### config.mk
export PLATFORM = sky130hd
export DESIGN_NAME = seg7_scan_driver
export DESIGN_NICKNAME = d
export VERILOG_FILES = /design/src/rtl/seg7_pkg.sv /design/src/rtl/hex7_decode.sv /design/src/rtl/seg7_scan_driver.sv
export SDC_FILE = /design/constraint.sdc
export NUM_CORES = 1
export LEC_CHECK = 0
export ABC_CLOCK_PERIOD_IN_PS = 4330
export CAP_MARGIN = 0
export CORE_MARGIN = 3
export CORE_UTILIZATION = 60
export CTS_CLUSTER_DIAMETER = 40
export CTS_CLUSTER_SIZE = 10
export DETAILED_ROUTE_END_ITERATION = 10
export GPL_TIMING_DRIVEN = 1
export MAX_ROUTING_LAYER = met4
export PLACE_DENSITY = 0.95
export SLEW_MARGIN = 20
export SYNTH_ARGS = -nofsm -noshare
export SYNTH_HDL_FRONTEND = slang
export SYNTH_SLANG_ARGS = --single-unit
export TNS_END_PERCENT = 1
### constraint.sdc
create_clock -name clk -period 4.33 [get_ports clk]
set_clock_uncertainty 0.1 [all_clocks]
set_input_delay 0.433 -clock clk [delete_from_list [all_inputs] [get_ports clk]]
set_output_delay 0.433 -clock clk [all_outputs]
set_load 0.005 [all_outputs]
### src/rtl/seg7_pkg.sv
// ---------------------------------------------------------------------------
// seg7_pkg
// Shared definitions for the 7-segment scan driver.
//   SEG_0..SEG_F : active-high {g,f,e,d,c,b,a} patterns for hex digits
//   SEG_TABLE    : the same patterns packed so a nibble can index them
//   SEG_OFF      : pin level for "all segments dark" (pins are active-low)
//   scan_state_t : per-slot phase, BLANK (dead-time) or DRIVE
// ---------------------------------------------------------------------------
package seg7_pkg;

  localparam logic [6:0] SEG_0 = 7'h3F;
  localparam logic [6:0] SEG_1 = 7'h06;
  localparam logic [6:0] SEG_2 = 7'h5B;
  localparam logic [6:0] SEG_3 = 7'h4F;
  localparam logic [6:0] SEG_4 = 7'h66;
  localparam logic [6:0] SEG_5 = 7'h6D;
  localparam logic [6:0] SEG_6 = 7'h7D;
  localparam logic [6:0] SEG_7 = 7'h07;
  localparam logic [6:0] SEG_8 = 7'h7F;
  localparam logic [6:0] SEG_9 = 7'h6F;
  localparam logic [6:0] SEG_A = 7'h77;
  localparam logic [6:0] SEG_B = 7'h7C;
  localparam logic [6:0] SEG_C = 7'h39;
  localparam logic [6:0] SEG_D = 7'h5E;
  localparam logic [6:0] SEG_E = 7'h79;
  localparam logic [6:0] SEG_F = 7'h71;

  // Element [n] is the pattern for hex digit n.
  localparam logic [15:0][6:0] SEG_TABLE = {
    SEG_F, SEG_E, SEG_D, SEG_C, SEG_B, SEG_A, SEG_9, SEG_8,
    SEG_7, SEG_6, SEG_5, SEG_4, SEG_3, SEG_2, SEG_1, SEG_0
  };

  localparam logic [6:0] SEG_OFF = 7'h7F;

  typedef enum logic {
    BLANK = 1'b0,
    DRIVE = 1'b1
  } scan_state_t;

endpackage

### src/rtl/hex7_decode.sv
// ---------------------------------------------------------------------------
// hex7_decode
// Combinational hex nibble to 7-segment pattern lookup.
//   nibble  : 4-bit hex digit
//   pattern : active-high {g,f,e,d,c,b,a}
// ---------------------------------------------------------------------------
module hex7_decode
  import seg7_pkg::*;
(
  input  logic [3:0] nibble,
  output logic [6:0] pattern
);

  assign pattern = SEG_TABLE[nibble];

endmodule

### src/rtl/seg7_scan_driver.sv
// ---------------------------------------------------------------------------
// seg7_scan_driver
// Time-multiplexed driver for a common-anode 7-segment display with
// active-low anodes and segments. Each digit gets a slot of SCAN_DIV clocks;
// the first BLANK_CYC clocks of every slot keep all anodes off to suppress
// ghosting. Displayed data lives in a shadow copy that only changes at slot
// boundaries, so a digit never tears mid-slot.
//   clk        : system clock
//   rst_n      : asynchronous active-low reset
//   value      : hex nibbles, digit i = value[4i+3:4i]
//   dp_in      : decimal point request per digit (1 = lit)
//   digit_en   : per-digit enable (1 = shown)
//   load       : one-cycle strobe capturing value/dp_in/digit_en
//   an         : anode selects, active-low
//   seg        : {g,f,e,d,c,b,a}, active-low
//   dp         : decimal point, active-low
//   frame_done : one-cycle pulse after the last digit slot ends
// ---------------------------------------------------------------------------
module seg7_scan_driver
  import seg7_pkg::*;
#(
  parameter int DIGITS    = 8,
  parameter int SCAN_DIV  = 100000,
  parameter int BLANK_CYC = 16
) (
  input  logic                  clk,
  input  logic                  rst_n,
  input  logic [4*DIGITS-1:0]   value,
  input  logic [DIGITS-1:0]     dp_in,
  input  logic [DIGITS-1:0]     digit_en,
  input  logic                  load,
  output logic [DIGITS-1:0]     an,
  output logic [6:0]            seg,
  output logic                  dp,
  output logic                  frame_done
);

  localparam int CNT_W = $clog2(SCAN_DIV);
  localparam int IDX_W = (DIGITS > 1) ? $clog2(DIGITS) : 1;
  localparam logic [CNT_W-1:0] CNT_MAX = CNT_W'(SCAN_DIV - 1);
  localparam logic [IDX_W-1:0] IDX_MAX = IDX_W'(DIGITS - 1);

  // Scan position
  logic [CNT_W-1:0]    cnt_reg;
  logic [IDX_W-1:0]    idx_reg;
  logic                boundary;
  logic                last_digit;
  scan_state_t         state;

  // Pending (written by load) and shadow (displayed) copies
  logic [4*DIGITS-1:0] val_pend_reg;
  logic [DIGITS-1:0]   dp_pend_reg;
  logic [DIGITS-1:0]   en_pend_reg;
  logic                pend_reg;
  logic [4*DIGITS-1:0] val_sh_reg;
  logic [DIGITS-1:0]   dp_sh_reg;
  logic [DIGITS-1:0]   en_sh_reg;

  // Output path
  logic [3:0]          nibs [DIGITS];
  logic [3:0]          nib_cur;
  logic [6:0]          pattern;
  logic                lit;
  logic [DIGITS-1:0]   an_next;
  logic [6:0]          seg_next;
  logic                dp_next;
  logic [DIGITS-1:0]   an_reg;
  logic [6:0]          seg_reg;
  logic                dp_reg;
  logic                frame_done_reg;

  assign boundary   = (cnt_reg == CNT_MAX);
  assign last_digit = (idx_reg == IDX_MAX);

  // Phase is a pure function of the slot counter; with no dead-time the
  // whole slot is DRIVE.
  generate
    if (BLANK_CYC == 0) begin : g_no_blank
      assign state = DRIVE;
    end else begin : g_blank
      assign state = (cnt_reg < CNT_W'(BLANK_CYC)) ? BLANK : DRIVE;
    end
  endgenerate

  // Slot counter, digit index and end-of-frame pulse
  always_ff @(posedge clk or negedge rst_n) begin
    if (!rst_n) begin
      cnt_reg        <= '0;
      idx_reg        <= '0;
      frame_done_reg <= 1'b0;
    end else begin
      if (boundary) begin
        cnt_reg <= '0;
        idx_reg <= last_digit ? '0 : idx_reg + 1'b1;
      end else begin
        cnt_reg <= cnt_reg + 1'b1;
      end
      frame_done_reg <= boundary && last_digit;
    end
  end

  // Load handling. A load on the boundary cycle goes straight to the shadow
  // so it is not delayed by a whole extra slot; otherwise the latest load is
  // parked in the pending copy until the next boundary.
  always_ff @(posedge clk or negedge rst_n) begin
    if (!rst_n) begin
      val_pend_reg <= '0;
      dp_pend_reg  <= '0;
      en_pend_reg  <= '0;
      pend_reg     <= 1'b0;
      val_sh_reg   <= '0;
      dp_sh_reg    <= '0;
      en_sh_reg    <= '0;
    end else begin
      if (load) begin
        val_pend_reg <= value;
        dp_pend_reg  <= dp_in;
        en_pend_reg  <= digit_en;
      end
      if (boundary) begin
        pend_reg <= 1'b0;
        if (load) begin
          val_sh_reg <= value;
          dp_sh_reg  <= dp_in;
          en_sh_reg  <= digit_en;
        end else if (pend_reg) begin
          val_sh_reg <= val_pend_reg;
          dp_sh_reg  <= dp_pend_reg;
          en_sh_reg  <= en_pend_reg;
        end
      end else if (load) begin
        pend_reg <= 1'b1;
      end
    end
  end

  // Select the current digit's nibble from the shadow copy.
  genvar gi;
  generate
    for (gi = 0; gi < DIGITS; gi++) begin : g_nib
      assign nibs[gi] = val_sh_reg[4*gi +: 4];
    end
  endgenerate

  assign nib_cur = nibs[idx_reg];

  hex7_decode u_hex7_decode (
    .nibble  (nib_cur),
    .pattern (pattern)
  );

  // A digit is lit only in DRIVE and when enabled. Segments and dp are also
  // held dark for a disabled digit so the pins are fully quiet, not just the
  // anode.
  assign lit = (state == DRIVE) && en_sh_reg[idx_reg];

  generate
    for (gi = 0; gi < DIGITS; gi++) begin : g_an
      assign an_next[gi] = ~(lit && (idx_reg == IDX_W'(gi)));
    end
  endgenerate

  assign seg_next = lit ? ~pattern : SEG_OFF;
  assign dp_next  = lit ? ~dp_sh_reg[idx_reg] : 1'b1;

  // Registered pins: one cycle behind (cnt, idx).
  always_ff @(posedge clk or negedge rst_n) begin
    if (!rst_n) begin
      an_reg  <= '1;
      seg_reg <= SEG_OFF;
      dp_reg  <= 1'b1;
    end else begin
      an_reg  <= an_next;
      seg_reg <= seg_next;
      dp_reg  <= dp_next;
    end
  end

  assign an         = an_reg;
  assign seg        = seg_reg;
  assign dp         = dp_reg;
  assign frame_done = frame_done_reg;

endmodule

## Word level (Yosys, flattened, before mapping)

Memory sizes are Yosys's and may differ from the RTL's.
Index checks and enable logic that the tools add are counted.

| storage, ports and cells | value |
|---|---|
| bits in registers | 134 |
| bits in latches | 0 |
| RAM bits | 0 |
| bits in read-only memories | 112 |
| output and inout bits | 17 |
| word-level logic and storage cells | 74 |
| memories kept | 1 |

Memory list:

| name | words | width | rd ports | clocked after memory_dff | write ports | RTL line | source |
|---|---|---|---|---|---|---|---|
| (no name shown) | 16 | 7 | 1 | 0 | 0 | hex7_decode.sv:14 | `assign pattern = SEG_TABLE[nibble];` |

| cells by class | value |
|---|---|
| add/subtract/negate cells | 2 |
| $mul | 0 |
| divide/modulo/power cells | 0 |
| order comparisons | 4 |
| eq/ne operators | 8 |
| shifts and indexed selects | 0 |
| muxes and demuxes | 21 |
| bitwise gates (word level) | 11 |
| reduce and logical (&&, ||, !) cells | 14 |

Operators by type and width:

| operator | number |
|---|---|
| $mux W32 | 2 |
| $mux W8 | 4 |
| $add A17 B1 Y17 const B | 1 |
| $eq A17 B17 Y1 const B | 1 |
| $lt A17 B5 Y1 const B | 1 |
| $mux W17 | 1 |
| $mux W7 | 2 |
| $bmux W4 S3 | 1 |
| $eq A3 B3 Y1 const B | 4 |
| $logic_and A1 B1 Y1 | 10 |
| $not A1 Y1 | 9 |
| $mux W4 | 2 |
| $not A7 Y7 | 1 |
| $bmux W1 S3 | 2 |
| $eq A3 B2 Y1 const B | 2 |
| $mux W1 | 6 |
| $lt A4 B5 Y1 const B | 1 |
| $ge A4 B4 Y1 const B | 1 |
| $lt A3 B4 Y1 const B | 1 |
| $not A3 Y4 | 1 |
| $reduce_bool A2 Y1 | 2 |
| $add A3 B1 Y3 const B | 1 |
| $eq A3 B1 Y1 const B | 1 |
| $logic_not A3 Y1 | 1 |
| other kinds (2) | 2 |

## Depth between registers and ports, before layout

Gate-level depths: netlist (run 1).

| depth | value |
|---|---|
| depth in word-level cells | 8 |
| depth in mapped cells | 9 |
| gate-level depth less buffers | 7 |

## Modules after synthesis

A second synthesis (run 1) with hierarchy kept.

| unflattened totals | value |
|---|---|
| cell total of the unflattened synthesis | 406 |
| area, all modules | 5890.6 µm² |

Modules (own cells, without submodules):

| module | times used | cells each | area an instance (µm²) | sequential area each (µm²) |
|---|---|---|---|---|
| seg7_scan_driver | 1 | 373 | 5602.9 | 3373.2 |
| hex7_decode | 1 | 33 | 287.8 | 0.0 |

## Least setup slack after synthesis (run 1)

No wires, ideal clock.

| path | value |
|---|---|
| kind | flip-flop to flip-flop |
| start point | register idx_reg[0] |
| end point | register seg_reg[3], in the netlist seg[3] |
| setup time | 0.072 ns |
| arrival | 2.153 ns |
| required time | 4.158 ns |
| slack | 2.005 ns |
| cell stages (with the launch flop) | 9 |
| path buffers | 2 |
| path through | dfrtp_1 buf_6 buf_6 mux4_2 mux2i_1 ha_1 nor3_1 a211oi_1 o21ai_1 |

| between the ends | value |
|---|---|
| longest elaborated chain between the ends | 8 |
| elaborated cells on any way between the ends | 11 |
| those cells by class | mux: 7; bitwise: 2; reduce/logical: 1; memory: 1 |

Ends and longest elaborated chain:

| what | RTL line | source |
|---|---|---|
| start: declaration | seg7_scan_driver.sv:45 | `logic [IDX_W-1:0] idx_reg;` |
| start signal: assignment | seg7_scan_driver.sv:94 | `idx_reg <= last_digit ? '0 : idx_reg + 1'b1;` |
| $not A3 Y4 (not written as such) | seg7_scan_driver.sv:145 | `assign nib_cur = nibs[idx_reg];` |
| $bmux W4 S3 | seg7_scan_driver.sv:145 |  |
| $mux W4 (not written as such) (2 in a row) | seg7_scan_driver.sv:145 |  |
| $mem_v2 Z16 W7 | -- |  |
| $mux W7 (not written as such) | hex7_decode.sv:14 |  |
| $not A7 Y7 | seg7_scan_driver.sv:163 | `assign seg_next = lit ? ~pattern : SEG_OFF;` |
| $mux W7 (*) | seg7_scan_driver.sv:163 |  |
| named net seg_next[3] | seg7_scan_driver.sv:65 | `logic [6:0] seg_next;` |
| end signal: assignment | seg7_scan_driver.sv:174 | `seg_reg <= seg_next;` |
| end: declaration | seg7_scan_driver.sv:68 | `logic [6:0] seg_reg;` |

The timed path passes the listed nets; every way through them passes the cells marked *. The select of a mux whose other input is x is not followed.
A chain may end at the register's enable or synchronous reset.

## Final worst setup path (run 1)

| path | value |
|---|---|
| start point | register idx_reg[1] |
| end point | register seg_reg[0], in the netlist seg[0] |

The elaborated chain is that of the path after synthesis.

==> impl_metrics.env, run 1 <==
export IMPL_nets=544
export IMPL_grt_pass1_vias=4080
export IMPL_diodes=0
export IMPL_ys_flop_type="dfrtp_1"
export IMPL_critical_path_class="reg -> reg"
export IMPL_dr_pass1_iters=5
export IMPL_worstPathRequired_ns=4.64
export IMPL_rsz0062_at_grt="false"
export IMPL_drv_slew=0
export IMPL_arrival_ns=3.12
export IMPL_ys_warn_count=0
export IMPL_drive_above_1_share_pct=30.6
export IMPL_synth_edf_count=0
export IMPL_die_height_um=104
export IMPL_p_per_area_nw_per_um2=412
export IMPL_syn_area_um2=5790
export IMPL_ys_ff_latch=134
export IMPL_port_buffers=67
export IMPL_syn_avg_cell_area_um2=14.4
export IMPL_routed_via_density=6.00
export IMPL_ant_nets=0
export IMPL_die_w_um=104
export IMPL_core_um2=9330
export IMPL_cp_start_kind="flop"
export IMPL_htree_levels=4
export IMPL_worst_pin_slew_ns=1.05
export IMPL_die_area_um2=10900
export IMPL_pin_count=68
export IMPL_setup_violations_final=0
export IMPL_drv_cap=0
export IMPL_drt_iter0_markers=254
export IMPL_grt_pass1_wl_um=21200
export IMPL_synth_seq_area_share_pct=58.2
export IMPL_outcome="finished clean"
export IMPL_fin_cells=622
export IMPL_grt_overflow=0
export IMPL_dp_hpwl_um=8020
export IMPL_routed_wl_um=12800
export IMPL_grtUsageTotal_pct=25.9
export IMPL_routabilityCongestion=0.896
export IMPL_fin_tns_setup_ns=0
export IMPL_max_slew_margin_rel_pct=29.7
export IMPL_clk_latency_ns=0.52
export IMPL_cts_made_buffers=17
export IMPL_drc=0
export IMPL_cts_tree="built"
export IMPL_post_drt_wl_per_cell_um=20.6
export IMPL_critPathMaxFanout=15
export IMPL_num_vias=3734
export IMPL_async_reset_ff_share_pct=100
export IMPL_synth_cells=403
export IMPL_clk_pin_slew_worst_paths_ns=0.06
export IMPL_dp_cells=589
export IMPL_start_util_pct=62.1
export IMPL_hold_class="in -> reg"
export IMPL_leakagePower_nw=3.11
export IMPL_ir_drop_mv=0.263
export IMPL_finalCritPeriodShare_pct=65.0
export IMPL_grt_max_degree=58
export IMPL_min_period_ns=2.81
export IMPL_area_growth_pct=23.1
export IMPL_hold_viol_final=0
export IMPL_synth_distinct_cells=49
export IMPL_antenna_found_initial=0
export IMPL_endpoint_kind="flop"
export IMPL_numClockSinks=134
export IMPL_rows=35
export IMPL_clockBufferDepth=2
export IMPL_syn_num_nets=467
export IMPL_clockRootBuffer="clkbuf_8"
export IMPL_fmax_mhz=356
-- report_power, final --
group | total, mW | internal, mW | switching, mW
registers | 1.34 | 1.32 | 0.0237
logic | 0.201 | 0.110 | 0.0914
clock network | 1.40 | 0.838 | 0.558
-- critical path, stage by stage (launching register included) --
cell	delay, ns
dfrtp_1	0.77
mux4_2	0.40
mux2i_1	0.49
inv_1	0.22
ha_1	0.31
nor3_1	0.30
o31ai_2	0.10
-- through the flow --
step           hold slack (ns)  worst slack (ns)  area [µm²]  util [%]  power [mW]
2_1_floorplan           0.0374              2.00        5790         -        1.45
3_3_place_gp             0.366              1.80        6550      70.2        1.55
3_5_place_dp             0.374              1.67        6550      70.2        1.56
4_1_cts                  0.132              1.61        7130      76.5        2.95
5_1_grt                  0.156              1.44        7130      76.5        3.03
6_report                 0.142              1.52        7130      76.5        2.94
-- path summary, 6_finish.rpt --
check	cells after the start	from	to	slack, ns
setup / recovery	6	idx_reg[1]$_DFFE_PN0N_	seg[0]$_DFF_PN1_	1.52
hold / removal	3	load	pend_reg$_DFFE_PN0P_	0.14
setup reg to reg	6	idx_reg[1]$_DFFE_PN0N_	seg[0]$_DFF_PN1_	1.52
hold reg to reg	1	val_sh_reg[12]$_DFFE_PN0P_	val_sh_reg[12]$_DFFE_PN0P_	0.39
max in group asynchronous	3	rst_n	an[5]$_DFF_PN1_	2.69
min in group asynchronous	2	rst_n	val_sh_reg[7]$_DFFE_PN0P_	0.39
-- cell type report --
cell class              instances  area, µm²
repair buffers                 74        718
flip-flops and latches        134       3370
clock buffers                  18        428
fillers                       506       2190
well taps                     129        161
inverters                       7       26.3
clock inverters                14        149
multi-input cells             246       2280
-- what timing repair did --
| action | 4_1_cts | 5_1_grt |
|---|---|---|
| hold buffers | 1 | 0 |
| endpoints found under the setup margin | 0 | 0 |
| resized for setup | 0 | 0 |
| buffers inserted | 0 | 0 |
| endpoints found under the hold margin | 47 | 0 |
-- layout by cell type (no fill, tap or decap), types with 5 or more instances in the layout --
master	n
nand3_1	13
clkdlybuf4s50_1	65
xor2_1	5
nor2_1	17
nand2_1	24
ha_1	13
mux2_1	20
buf_4	7
xnor2_1	9
dfstp_2	16
clkbuf_16	16
nor3_1	8
inv_1	5
dfrtp_1	118
mux2_2	78
mux4_2	10
mux2i_1	6
-- per-layer routing --
metal / up-vias / routed length [µm] / track usage (%)
met2: 197 / 6600 / 42.0
met5: - / 0 / -
met4: 0 / 461 / 11.3
met1: 1881 / 4910 / 30.3
met3: 55 / 826 / 7.64
li1: 1601 / - / -
-- logic make-up (layout without fill, tap and decap cells) --
logic type / after synthesis / count (layout) / synth area share [%]
fa+ha+maj: 13 / 13 / 2.81
buf+inv: 23 / 113 / 2.46
simple gates: 80 / 80 / 6.95
compound gates: 23 / 23 / 2.83
flops: 134 / 134 / 58.2
mux: 116 / 116 / 24.6
xor+xnor: 14 / 14 / 2.12
-- cells in the mapped netlist, types with 2 or more instances --
library cell  instances  area share (%)
mux4_2               10             3.9
mux2_2               78              15
nor3_1                8            0.69
nor2b_1               3            0.32
and3_1                2            0.22
inv_1                 5            0.32
xor2_1                5            0.76
nor2_1               17             1.1
a211oi_1              2            0.26
or4_1                 2            0.26
dfstp_2              16             7.3
nand3_1              13             1.1
o21ai_0               4            0.35
o221ai_1              3            0.45
xnor2_1               9             1.4
a21oi_1               3            0.26
mux2_1               20             3.9
a22o_1                2            0.30
ha_1                 13             2.8
buf_6                 6             1.2
buf_1                 4            0.26
buf_2                 3            0.26
nand2_1              24             1.6
mux2i_1               6             1.0
o211ai_1              2            0.26
buf_4                 2            0.26
dfrtp_1             118              51
nor4_1                2            0.22
(Power assumes the default switching activity.)
==> run 2, diff against run 1 <==
--- a/config.mk
+++ b/config.mk
@@ -5,16 +5,16 @@
 export SDC_FILE = /design/constraint.sdc
 export NUM_CORES = 1
 export LEC_CHECK = 0
-export ABC_CLOCK_PERIOD_IN_PS = 4330
+export ABC_CLOCK_PERIOD_IN_PS = 2400
 export CAP_MARGIN = 0
 export CORE_MARGIN = 3
-export CORE_UTILIZATION = 60
+export CORE_UTILIZATION = 50
 export CTS_CLUSTER_DIAMETER = 40
 export CTS_CLUSTER_SIZE = 10
 export DETAILED_ROUTE_END_ITERATION = 10
 export GPL_TIMING_DRIVEN = 1
 export MAX_ROUTING_LAYER = met4
-export PLACE_DENSITY = 0.95
+export PLACE_DENSITY = 0.86
 export SLEW_MARGIN = 20
 export SYNTH_ARGS = -nofsm -noshare
 export SYNTH_HDL_FRONTEND = slang
==> constraint.sdc (replaced) <==
create_clock -name clk -period 2.4 [get_ports clk]
set_clock_uncertainty 0.1 [all_clocks]
set_input_delay 0.24 -clock clk [delete_from_list [all_inputs] [get_ports clk]]
set_output_delay 0.24 -clock clk [all_outputs]
set_load 0.005 [all_outputs]
==> run 2 against run 1 <==
Net effect:
- die area grew 19%
- cell area grew 3.2%
- power grew 92%
- sequential share of layout area shrank 1.5 points
- first-iteration DRC count shrank 20%
==> impl_metrics.env, run 2 (synthesized netlist as in run 1, its figures left out) <==
export IMPL_crit_path_top_delay_cell="mux4_2"
export IMPL_drv_slew=0
export IMPL_antenna_found_initial=0
export IMPL_internal_power_mw=4.51
export IMPL_port_buffers=67
export IMPL_start_util_pct=52.3
export IMPL_pwr_share_comb_pct=6.5
export IMPL_grt_pass1_wl_um=19100
export IMPL_p_switching_mw=1.14
export IMPL_routabilityCongestion=0.893
export IMPL_diodes=0
export IMPL_ir_drop_mv=0.483
export IMPL_max_slew_margin_rel_pct=49.8
export IMPL_placed_area_um2=6650
export IMPL_nets=553
export IMPL_hold_viol_final=0
export IMPL_finalCritPeriodShare_pct=95.9
export IMPL_outcome="finished clean"
export IMPL_dp_hpwl_um=8000
export IMPL_endpoint_kind="flop"
export IMPL_grt_use_met2_pct=34.8
export IMPL_critPathMaxFanout=6
export IMPL_top_usage_layer="met2"
export IMPL_cts_made_buffers=17
export IMPL_worst_pin_slew_ns=0.745
export IMPL_worstPathRequired_ns=2.64
export IMPL_switching_share_pct=20.2
export IMPL_leakagePower_nw=3.21
export IMPL_post_drt_wl_per_cell_um=18.3
export IMPL_htree_levels=4
export IMPL_drc=0
export IMPL_drv_cap=0
export IMPL_layout_common_cells="dfrtp_1, mux2_2, clkdlybuf4s50_1, nand2_1, mux2_1"
export IMPL_clockRootBuffer="clkbuf_16"
export IMPL_min_period_ns=2.30
export IMPL_finalInstanceArea_um2=7370
export IMPL_arrival_ns=2.54
export IMPL_critical_path_class="reg -> reg"
export IMPL_core_um2=11100
export IMPL_dr_pass1_iters=4
export IMPL_drt_iter0_markers=204
export IMPL_grt_max_degree=135
export IMPL_worstPathCellList="buf_6 -> mux4_2 -> mux2i_1 -> buf_4 -> ha_1 -> nor3_1 -> a211oi_2 -> o21ai_1"
export IMPL_cp_start_kind="flop"
export IMPL_hold_class="in -> reg"
export IMPL_grt_overflow=0
export IMPL_die_area_um2=12900
export IMPL_num_vias=3524
export IMPL_layout_commonest_cell="dfrtp_1"
export IMPL_p_per_area_nw_per_um2=767
export IMPL_nFillCells=790
export IMPL_setup_violations_final=0
export IMPL_pin_count=68
export IMPL_grt_util_met1_pct=22.0
export IMPL_rows=38
export IMPL_routed_via_density=5.49
export IMPL_clk_latency_ns=0.41
export IMPL_die_w_um=114
export IMPL_power_share_clock_pct=50.6
export IMPL_dp_cells=607
export IMPL_cts_tree="built"
export IMPL_ant_nets=0
export IMPL_use_met3_pct=4.30
export IMPL_clk_pin_slew_worst_paths_ns=0.06
export IMPL_grt_pass1_vias=3907
export IMPL_crit_path_max_incr_delay_ns=0.49
export IMPL_grtUsageTotal_pct=19.9
export IMPL_area_growth_pct=27.1
export IMPL_die_height_um=114
export IMPL_numClockSinks=134
export IMPL_clockBufferDepth=2
export IMPL_routed_wl_um=11800
export IMPL_fin_cells=642
export IMPL_drive_above_1_share_pct=32.9
export IMPL_pwr_share_seq_pct=42.9
export IMPL_fmax_mhz=434
run 2: cell count changes in the layout (fill, tap and decap cells not counted), sizes merged:
cell    before  now
inv         10    6
buf          8   17
clkinv       5    4
bufinv       2    5
clkbuf      18   20
run 2: critical path, delay by kind of cell (launching register included):
kind,cells,cell delay [ns]
simple gates,1,0.29
flops,1,0.38
compound gates,2,0.21
fa+ha+maj,1,0.25
mux,2,0.67
buf+inv,2,0.32
run 2: worst paths after layout:
check | from | slack, ns | cells past startpoint | to
setup / recovery | idx_reg[0]$_DFFE_PN0N_ | 0.1 | 8 | seg[3]$_DFF_PN1_
hold / removal | load | 0.25 | 2 | val_pend_reg[18]$_DFFE_PN0P_
setup reg to reg | idx_reg[0]$_DFFE_PN0N_ | 0.1 | 8 | seg[3]$_DFF_PN1_
hold reg to reg | val_sh_reg[26]$_DFFE_PN0P_ | 0.38 | 1 | val_sh_reg[26]$_DFFE_PN0P_
max in group asynchronous | rst_n | 1.30 | 3 | idx_reg[2]$_DFFE_PN0N_
min in group asynchronous | rst_n | 0.38 | 3 | dp_pend_reg[2]$_DFFE_PN0P_
run 2: final cells by class:
type	instances	area, µm²	area share, %
inverters	7	26.3	0.357
repair buffers	83	827	11.2
well taps	140	175	2.38
clock buffers	20	467	6.34
flip-flops and latches	134	3370	45.8
multi-input cells	246	2300	31.2
clock inverters	12	199	2.70
run 2: power groups by stage:
| stage | clock, mW | sequential [mW] | combinational [mW] |
|---|---|---|---|
| after global routing | 3.00 | 2.44 | 0.402 |
| after floorplan | 0 | 2.44 | 0.176 |
| after CTS | 2.91 | 2.42 | 0.372 |
| after detailed placement | 0 | 2.46 | 0.364 |
| after global placement | 0 | 2.45 | 0.347 |
| final | 2.86 | 2.42 | 0.368 |
run 2: stage by stage:
| step | power [mW] | util (%) | hold slack (ns) | worst slack, ns | TNS (ns) |
|---|---|---|---|---|---|
| 6_report | 5.65 | 66.5 | 0.255 | 0.0984 | 0 |
| 5_1_grt | 5.84 | 66.5 | 0.243 | -0.0156 | -0.0156 |
| 2_1_floorplan | 2.62 | - | -0.156 | 0.0749 | 0 |
| 3_5_place_dp | 2.83 | 60.0 | 0.309 | 0.0683 | 0 |
| 3_3_place_gp | 2.80 | 60.0 | 0.299 | 0.206 | 0 |
| 4_1_cts | 5.70 | 66.1 | 0.233 | 0.0341 | 0 |
run 2: layer usage:
metal | up-vias | share of wire, %
li1 | 1613 | -
met5 | - | 0
met3 | 20 | 3.7
met1 | 1798 | 41
met2 | 93 | 54
met4 | 0 | 2.0
run 2: repair_timing:
action,4_1_cts,5_1_grt
buffers inserted,0,2
resized for setup,0,6
hold buffers,1,0
hold endpoints to repair,118,0
setup endpoints to repair,0,6
==> variant 1: new RTL, config.mk and constraints of run 1 <==
The output `an` loses its register stage (`an_reg` becomes a continuous assignment).
--- a/src/rtl/seg7_scan_driver.sv
+++ b/src/rtl/seg7_scan_driver.sv
@@ -168,3 +168,2 @@
     if (!rst_n) begin
-      an_reg  <= '1;
       seg_reg <= SEG_OFF;
@@ -172,3 +171,2 @@
     end else begin
-      an_reg  <= an_next;
       seg_reg <= seg_next;
@@ -177,2 +175,4 @@
   end
+
+  assign an_reg = an_next;
 
Function: no difference found for any inputs over 10 cycles, from zero or initial values and one cycle with rst_n low; that may be too few to reach the edited logic, so the function may still have changed.
==> variant 1 against run 1 <==
Synthesized area decreased by 3.6%; register-to-register slack got worse by 0.34 ns; critical path depth is 1 lower; sequential cell count fell by 8; cell area shrank 4.0%; non-clock buffer count is the same; setup slack worse by 0.89 ns; fmax decreased by 24%; power shrank 6.8%; highest routed layer unchanged; sequential power fell by 5%; routed wire length down 5.6%.
==> variant 1: results (changes against run 1) <==
GRT
  • Overall routing resource usage: 25.8% (-0.098 points)
  • Vias in the first global route: 3,758 (-7.9%)
  • First-pass GRT wire length: 19.5 mm (-8.0%)
  • Met3 Use GR: 5.67% (-2.0 points)
  • Pin count of the biggest net entering global routing: 52 (-10%)
  • Met2 GRT Util: 42.9% (+0.98 points)
  • Met1 Track Usage GR: 30.0% (-0.27 points)

Setup path
  • Worst Setup EP: an[3]
  • Critical Path Fanout Max: 15 (unchanged)
  • Largest delay share family, worst path: compound AO/OA/AOI/OAI gates
  • Reg2reg start: idx_reg[0]$_DFFE_PN0N_
  • Slowest cell delay on critical path: 0.80 ns (+0.03 ns)
  • Slowest cell on the critical path: a21boi_1
  • Reg-to-reg endpoint: seg[3]$_DFF_PN1_
  • Flop-to-flop setup slack: 1.18 ns (-0.34 ns)
  • Reg2Reg Depth: 7 (+1)

Synthesis
  • Seq/Total Area, Yosys: 56.6% (-1.6 points)
  • Mapped Cells: 395 (-2.0%)
  • Distinct cells, synth: 49 (unchanged)
  • Mapped Nets: 459 (-1.7%)

Power and ir drop
  • Lkg Pwr: 3.01 nW (-2.9%)
  • Worst IR Drop VDD: 0.256 mV (-2.4%)

STA
  • Min cycle time layout: 3.71 ns (+0.893 ns)
  • Worst Max-Slew Pin Slew: 0.989 ns (-0.0639 ns)

Route
  • First-pass iteration count of the detailed router: 4 (-1)
  • WL met2: 6.40 mm (-3.0%)
  • Post-Route WL: 12.1 mm (-5.6%)
  • Via density: 5.96 (-0.67%)
  • Routed met1 length: 4.70 mm (-4.2%)
  • Iter 0 DRT Violations: 194 (-24%)
  • Met3 wire len: 581 um (-30%)
  • Vias: 3,524 (-5.6%)

Status
  • Outcome: finished, final reports clean

Place
  • Final GP Congestion: 0.915 (+2.2%)
  • Dpl ws: 1.31 ns (-0.367 ns)
  • DP Cell Count: 560 (-4.9%)
  • Post-DP Area: 0.00631 mm^2 (-3.6%)

Layout
  • Fillers: 480 (-5.1%)
  • Layout cell share with drive strength beyond 1: 28.6% (-2.1 points)
  • Post-layout nets: 536 (-1.5%)
## variant 1: worst min path at each step
stage                     slack (ns)  cells after the start   from                    endpoint
after floorplan                 0.04                      0  rst_n        cnt_reg[0]$_DFF_PN0_
after global placement          0.30                      1  rst_n  dp_pend_reg[2]$_DFFE_PN0P_
after detailed placement        0.31                      1  rst_n  dp_pend_reg[0]$_DFFE_PN0P_
after CTS                       0.11                      3   load        pend_reg$_DFFE_PN0P_
after global routing            0.13                      3   load        pend_reg$_DFFE_PN0P_
final                           0.12                      3   load        pend_reg$_DFFE_PN0P_
## variant 1: layout make-up
| class | count | area [um^2] | area share, % |
|---|---|---|---|
| sequential | 126 | 3160 | 46.2 |
| multi-input combinational | 246 | 2280 | 33.3 |
| timing repair buffer | 74 | 718 | 10.5 |
| clock buffer | 23 | 467 | 6.81 |
| tap | 108 | 135 | 1.97 |
| clock inverter | 7 | 63.8 | 0.931 |
| inverter | 7 | 26.3 | 0.383 |
## variant 1: kinds of logic (layout without fill, tap and decap cells)
family | count (synthesis) | count (layout) | synth area share (%)
flops | 126 | 126 | 56.6
mux | 116 | 116 | 25.5
simple gates | 80 | 80 | 7.22
compound gates | 23 | 23 | 2.94
buf+inv | 23 | 111 | 2.55
xor+xnor | 14 | 14 | 2.20
fa+ha+maj | 13 | 13 | 2.91
## variant 1: timing repair
| item | 4_1_cts | 5_1_grt |
|---|---|---|
| hold endpoints to repair | 34 | 0 |
| resized for setup | 0 | 0 |
| hold buffers | 1 | 0 |
## variant 1: worst min-delay path: cells and delay by family
kind / cells / cell delay [ns]
AND/OR/NAND/NOR: 2 / 0.15
buffers and inverters: 1 / 0.10
## variant 1: where the power goes
group,switching [mW],total [mW],internal (mW)
Combinational,0.0901,0.200,0.110
Sequential,0.0233,1.27,1.24
Clock,0.477,1.27,0.795
==> variant 2: new RTL, config.mk and constraints of run 1 <==
Without the edit above. The parameter `SCAN_DIV` goes from 100000 to 200000.
--- a/src/rtl/seg7_scan_driver.sv
+++ b/src/rtl/seg7_scan_driver.sv
@@ -22,3 +22,3 @@
   parameter int DIGITS    = 8,
-  parameter int SCAN_DIV  = 100000,
+  parameter int SCAN_DIV  = 200000,
   parameter int BLANK_CYC = 16
Check against the original RTL: same outputs for any inputs over 10 cycles, from zero or initial values and one cycle with rst_n low; that may be too few to reach the edited logic, so the function may still have changed.
==> variant 2 against run 1 <==
Final cell count is 1.1% lower; global-route usage hardly changed; cell area is 0.74% higher; power is 4.1% lower; routed wire length is 0.60% lower; sequential cell count is 1 higher; setup slack worse by 0.16 ns; utilization is 0.56 points higher; synthesized area is 0.39% higher; critical endpoint is now seg[3]$_DFF_PN1_; highest routed layer unchanged.
==> variant 2: results (changes against run 1) <==
Setup path
  • Slowest cell on the critical path: mux2i_1
  • Critical Path AT: 3.29 ns (+0.17 ns)
  • Worst Setup EP: seg[3]$_DFF_PN1_
  • Slowest cell delay on critical path: 0.81 ns (+0.04 ns)
  • Flop-to-flop setup slack: 1.36 ns (-0.16 ns)

Power and ir drop
  • Logic pwr share: 5.3% (-1.6 points)
  • Lkg Pwr: 3.28 nW (+5.5%)
  • Int Power: 2.19 mW (-3.7%)
  • Total power: 2.82 mW (-4.1%)

Status
  • Outcome: finished, final reports clean

GRT
  • Vias in the first global route: 3,906 (-4.3%)
  • Pin count of the biggest net entering global routing: 72 (+24%)
  • First-pass GRT wire length: 21.2 mm (about the same)
  • Met1 Track Usage GR: 33.8% (+3.6 points)
  • Met3 Use GR: 7.32% (-0.31 points)
  • Overall routing resource usage: 25.9% (about the same)

Route
  • Met3 wire len: 740 um (-10%)
  • Via density: 5.82 (-3.0%)
  • WL met2: 6.19 mm (-6.1%)
  • Iter 0 DRT Violations: 195 (-23%)
  • Avg WL per Cell: 20.7 um (+0.53%)

Synthesis
  • Mapped Nets: 459 (-1.7%)
  • Compound-Gate Fraction of Synth Area: 1.46% (-1.4 points)
  • Top cells by count, synth: dfrtp_1 (119), mux2_2 (79), nand2_1 (23)
  • Adder-Cell Fraction of Synth Area: 2.80% (-0.011 points)
  • Post-synthesis xor/xnor area fraction: 2.26% (+0.14 points)
  • Distinct cells, synth: 37 (-24%)

Layout
  • CLK BUF: 19 (+1)
  • Clk cell area share: 7.83% (-0.25 points)
  • Total area of sequential cells: 0.00340 mm^2 (+0.74%)
  • Multi-input combinational area share: 32.2% (+0.29 points)
  • Sequential cells: 135 (+0.75%)
  • Non-Clock Buffer Count: 75 (+1.4%)
  • Non-clock inverters: 6 (-1)

Place
  • Final GP Congestion: 0.884 (-1.3%)
  • Post-DP HPWL: 8.15 mm (+1.6%)

Worst hold path
  • Hold Path End: dp_pend_reg[1]$_DFFE_PN0P_
  • Min-Delay Path Class: flip-flop to flip-flop
  • Worst hold path depth: 1 (-2)
[variant 2: cell types whose count changed in the layout (fill, tap and decap cells not counted), moves of 3 or more]
cell and delta:
mux2_1 -20, nand3_1 -3, nand4_1 +3, mux2_4 +19
[variant 2: worst reg2reg max path, cell delays in order, from the launching register on]
cell and delay (ns):
dfrtp_1 0.70, mux4_2 0.59, mux2i_1 0.81, mux2i_1 0.35, mux2i_1 0.14, nand2b_1 0.18
[variant 2: metrics by stage]
stage | setup slack (ns) | hold WS [ns] | utilization, % | std cells | cell area, um^2
floorplan | 1.92 | 0.0374 | - | 395 | 5820
global placement | 1.80 | 0.380 | 70.9 | 582 | 6610
detailed placement | 1.55 | 0.384 | 70.9 | 582 | 6610
CTS | 1.37 | 0.397 | 77.0 | 615 | 7180
global route | 1.28 | 0.411 | 77.0 | 615 | 7190
finish | 1.36 | 0.395 | 77.0 | 615 | 7190
